--- config.mk ---
export PLATFORM = sky130hd
export DESIGN_NAME = jalret_stack
export DESIGN_NICKNAME = d
export VERILOG_FILES = /design/src/rtl/jalret_pkg.sv /design/src/rtl/jalret_mem.sv /design/src/rtl/jalret_stack.sv
export SDC_FILE = /design/constraint.sdc
export NUM_CORES = 1
export LEC_CHECK = 0
export BUFFER_PORTS_ARGS = -buffer_cell sky130_fd_sc_hd__buf_2
export CAP_MARGIN = 20
export CELL_PAD_IN_SITES_DETAIL_PLACEMENT = 0
export CELL_PAD_IN_SITES_GLOBAL_PLACEMENT = 1
export CORE_UTILIZATION = 54
export DETAILED_ROUTE_END_ITERATION = 6
export PLACE_DENSITY_LB_ADDON = 0.08
export SETUP_SLACK_MARGIN = 0.05
export SYNTH_ARGS = -nofsm -noshare
export SYNTH_HDL_FRONTEND = slang
export SYNTH_SLANG_ARGS = --single-unit
--- constraint.sdc ---
create_clock -name clk -period 9.2 [get_ports clk]
set_clock_uncertainty 0.1 [all_clocks]
set_input_delay 2.3 -clock clk [delete_from_list [all_inputs] [get_ports clk]]
set_output_delay 2.3 -clock clk [all_outputs]
set_load 0.05 [all_outputs]
--- src/rtl/jalret_pkg.sv ---
// Shared constants for the JAL/JR return-address stack.
package jalret_pkg;
    localparam int DEPTH_DEFAULT = 8;
    localparam int W_DEFAULT     = 32;
    localparam int PTR_W_DEFAULT = $clog2(DEPTH_DEFAULT);
    // Same value the JAL link register resets to.
    localparam logic [31:0] RET_PC_RESET = 32'h0;
endpackage

--- src/rtl/jalret_mem.sv ---
// DEPTH x W register array: one synchronous write port, one asynchronous read port.
module jalret_mem #(
    parameter int DEPTH = 8,
    parameter int W     = 32,
    parameter int AW    = $clog2(DEPTH)
) (
    input  logic          clk,
    input  logic          reset,
    input  logic          wr_en,
    input  logic [AW-1:0] wr_addr,
    input  logic [W-1:0]  wr_data,
    input  logic [AW-1:0] rd_addr,
    output logic [W-1:0]  rd_data
);
    logic [W-1:0] mem [DEPTH];

    always_ff @(posedge clk) begin
        if (reset) begin
            for (int i = 0; i < DEPTH; i++) mem[i] <= '0;
        end else if (wr_en) begin
            mem[wr_addr] <= wr_data;
        end
    end

    assign rd_data = mem[rd_addr];
endmodule

--- src/rtl/jalret_stack.sv ---
// Circular return-address stack fed by JAL commits and drained by JR $ra.
// Build option RAS_OVERWRITE_EN: a push while full overwrites the oldest entry instead of being dropped.
module jalret_stack
    import jalret_pkg::*;
#(
    parameter int DEPTH = DEPTH_DEFAULT,
    parameter int W     = W_DEFAULT
) (
    input  logic                     clk,
    input  logic                     reset,
    input  logic                     push,
    input  logic [W-1:0]             push_pc,
    input  logic                     pop,
    output logic                     pop_valid,
    output logic [W-1:0]             pop_pc,
    output logic [W-1:0]             top_pc,
    output logic [$clog2(DEPTH):0]   count,
    output logic                     empty,
    output logic                     full,
    output logic                     ovf,
    output logic                     udf
);
    localparam int PTR_W = $clog2(DEPTH);
`ifdef RAS_OVERWRITE_EN
    localparam bit OVERWRITE = 1'b1;
`else
    localparam bit OVERWRITE = 1'b0;
`endif

    logic [PTR_W-1:0] sp;
    logic [PTR_W-1:0] top_idx;
    logic [PTR_W-1:0] wr_addr;
    logic [W-1:0]     rd_data;
    logic             wr_en;
    logic             tail;

    assign top_idx = sp - PTR_W'(1);
    assign empty   = (count == '0);
    assign full    = (count == (PTR_W+1)'(DEPTH));
    assign top_pc  = empty ? W'(RET_PC_RESET) : rd_data;
    // Tail call: hand back the old link and replace it in place.
    assign tail    = push && pop && !empty;

    always_comb begin
        wr_en   = 1'b0;
        wr_addr = sp;
        if (tail) begin
            wr_en   = 1'b1;
            wr_addr = top_idx;
        end else if (push && (!full || OVERWRITE)) begin
            wr_en = 1'b1;
        end
    end

    jalret_mem #(.DEPTH(DEPTH), .W(W), .AW(PTR_W)) u_mem (
        .clk     (clk),
        .reset   (reset),
        .wr_en   (wr_en),
        .wr_addr (wr_addr),
        .wr_data (push_pc),
        .rd_addr (top_idx),
        .rd_data (rd_data)
    );

    always_ff @(posedge clk) begin
        if (reset) begin
            sp        <= '0;
            count     <= '0;
            pop_valid <= 1'b0;
            pop_pc    <= W'(RET_PC_RESET);
            ovf       <= 1'b0;
            udf       <= 1'b0;
        end else begin
            pop_valid <= pop && !empty;
            udf       <= pop && empty;
            if (pop && !empty) pop_pc <= rd_data;
            if (push && full && !pop) ovf <= 1'b1;

            if (tail) begin
                sp    <= sp;
                count <= count;
            end else if (push) begin
                if (!full) begin
                    sp    <= sp + PTR_W'(1);
                    count <= count + (PTR_W+1)'(1);
                end else if (OVERWRITE) begin
                    sp <= sp + PTR_W'(1);
                end
            end else if (pop && !empty) begin
                sp    <= sp - PTR_W'(1);
                count <= count - (PTR_W+1)'(1);
            end
        end
    end
endmodule

==> flow_summary.toml <==
[clock_tree]
cts.sinks = 298
cts_hold_buf = 0
post_cts_buffers = 0
cts_buffers = 31
clockRootBuffer = "clkbuf_16"
clkTransAtPathRegs_ns = 0.06
clock_path_buffers = 3
h-tree-depth = 1
postCtsResizedCells = 0
cts_tree = "built"
clock_latency_ns = 0.55

[sta]
fin_tns_setup_ns = 0
setup_violations = 0
setup_ws_ns = 3.12
max_freq_mhz = 164
worst_pin_slew_ns = 1.02
finalCritPeriodShare = 0.661
rsz0062_at_grt = "false"
slew_headroom = 0.318
drv_slew = 0
hold_violations = 0
fin_crit_ns = 6.08

[worst_setup_path]
critPathKind = "reg -> out"
rr_startpoint = "sp[0]"
cp-startpoint = "sp[0]"
arrival_ns = 3.68
critical_path.endpoint_type = "output port"
critPathMaxFanout = 31
cp-start-kind = "flop"
crit_required_ns = 6.80

[synthesis]
synth-edff-count = 256
synth_warnings = 0
syn_nets = 965
synthArstFlopShare = 0
synth-seq-area-share = 0.635
synthCells = 924
synth-main-ff-cell = "edfxtp_1"
ys_types = 42
netlist_area_sq_mm = 0.0134
synth_area_per_cell_sq_um = 14.5
synth-seq-cells = 298

[drt]
wl_um = 30300
dr.pass1.iters = 5
vias_per_cell = 6.17
ant_nets = 0
via_count = 8207
drtIter0Drc = 676
drcViolationCount = 0
wl_per_cell_um = 22.7

[cells_and_area]
final_layout_size_suffix_gt1_frac = 0.258
multi_input_area_sq_mm = 0.00449
finalCoreUtilization = 0.627
seqCellArea_sq_mm = 0.00853
synthToLayoutAreaGrowth_pct = 13.6
antenna_cells = 0
fill_cells = 1790
final_nets = 1024

[power_and_ir_drop]
leakagePower_uw = 0.00669
switching_share = 0.385
seqPwrFrac = 0.348
combPwrFrac = 0.373
p_int_uw = 3090
fin_total_pwr_uw = 5030
peakVddDrop_v = 0.000218
power_frac_clock = 0.278
total_switching_power_uw = 1940
cellPowerDensity_mw_per_mm2 = 330

[min_path]
hold_class = "reg -> reg"
worstHoldStart = "pop_pc[24]"

[run_status]
outcome = "completed"

[floorplan]
fp.dieH_um = 160
dieArea_sq_mm = 0.0255
die-width_um = 160
std_cell_rows = 57
start_util = 0.552
ios = 109
core_sq_mm = 0.0243

[global_route]
grt_pass1_vias = 8371
overflow = 0
antenna_found_initial = 0
grt_pass1_wl_um = 47200
grt_max_degree = 69
grt_use_total = 0.239

[placed_design]
dp.final_hpwl_um = 17000
portBuffers = 108
gp_congestion = 0.760
pre_cts_slack_ns = 3.31

[job]
cap_violations = 0
cell families after synthesis:
| group | Yosys count | synth area share |
|---|---|---|
| flip-flops | 298 | 0.635 |
| AO/OA/AOI/OAI | 64 | 0.0375 |
| XOR/XNOR | 2 | 0.00130 |
| multiplexers | 99 | 0.134 |
| buffers and inverters | 100 | 0.0360 |
| adder cells (fa/ha/maj) | 5 | 0.00522 |
| AND/OR/NAND/NOR | 356 | 0.151 |
layout make-up:
class / count / area share
Timing Repair Buffer: 121 / 0.0418
Tap cell: 324 / 0.0266
Clock buffer: 48 / 0.0636
Sequential cell: 298 / 0.559
Multi-Input combinational cell: 526 / 0.295
Inverter: 5 / 0.00123
Clock inverter: 9 / 0.0130
registers in the layout, summed over array words and instances (netlist names):
name / count
pop_pc: 32
count: 4
pop_valid: 1
sp: 3
ovf: 1
u_mem.mem: 256
udf: 1
final timing paths:
| path | slack, ns | cells after the start | to |
|---|---|---|---|
| worst min register to register | 0.40 | 2 | pop_pc[24] |
| worst max register to register | 4.84 | 6 | u_mem.mem[5][20] |
| worst min-delay path | 0.40 | 2 | pop_pc[24] |
| worst max-delay path | 3.12 | 8 | top_pc[22] |
critical path, cell delays in order, from the launching register on:
cell,delay [ns]
dfxtp_4,0.73
inv_1,0.21
ha_4,0.23
nor2b_1,0.17
or2_2,0.60
buf_4,0.41
mux2i_1,0.44
nor2_1,0.08
buf_2,0.23
power groups by stage:
stage               Clock (uW)  Combinational, uW  Sequential, uW
floorplan                    0               1280            1930
global placement             0               1860            1770
detailed placement           0               1890            1780
CTS                       1410               1890            1760
global route              1460               2000            1780
finish                    1400               1880            1750
per-stage QoR:
stage | area [sq um] | std cells | hold slack, ns
2_1_floorplan | 13400 | 924 | 0.396
3_3_place_gp | 14100 | 1274 | 0.353
3_5_place_dp | 14100 | 1274 | 0.380
4_1_cts | 15300 | 1331 | 0.398
5_1_grt | 15300 | 1331 | 0.419
6_report | 15300 | 1331 | 0.398
per-layer routing:
layer,wire (um),GRT usage,up-vias
li1,-,-,3716
met1,12900,0.323,4197
met2,15100,0.413,247
met3,1660,0.0343,47
met4,566,0.0546,0
met5,0,0,-
synthesized netlist by cell type, drive strengths merged (2+ instances only):
master	number	area share
and3	258	0.12
edfxtp	256	0.57
nor2	72	0.020
mux4	64	0.11
buf	56	0.023
dfxtp	42	0.063
clkbuf	39	0.011
mux2i	33	0.025
a211oi	32	0.018
a21o	8	0.0045
a21oi	8	0.0030
nor3	6	0.0022
inv	5	0.0014
nand3	5	0.0019
nor2b	5	0.0023
o21ai	5	0.0021
ha	4	0.0037
nand2	4	0.0011
o2111ai	4	0.0026
o31ai	3	0.0034
mux2	2	0.0017
cell usage in the layout (no fill, tap or decap), types with 3 or more instances in the layout:
cell,netlist,layout
and3_1,258,258
edfxtp_1,256,256
buf_2,38,108
nor2_1,71,71
mux4_2,64,64
dfxtp_1,42,41
mux2i_1,33,33
a211oi_1,32,32
clkbuf_16,0,31
clkbuf_8,0,13
buf_4,15,13
a21o_2,0,8
a21oi_1,8,8
nor3_1,6,6
bufinv_16,0,6
nor2b_1,5,5
inv_1,5,5
nand3_1,5,5
nand2_1,4,4
o2111ai_1,4,4
clkbuf_1,36,4
o21ai_4,0,3
o31ai_4,1,3
ha_1,4,3
No activity file was read; power rests on OpenSTA's default activity.
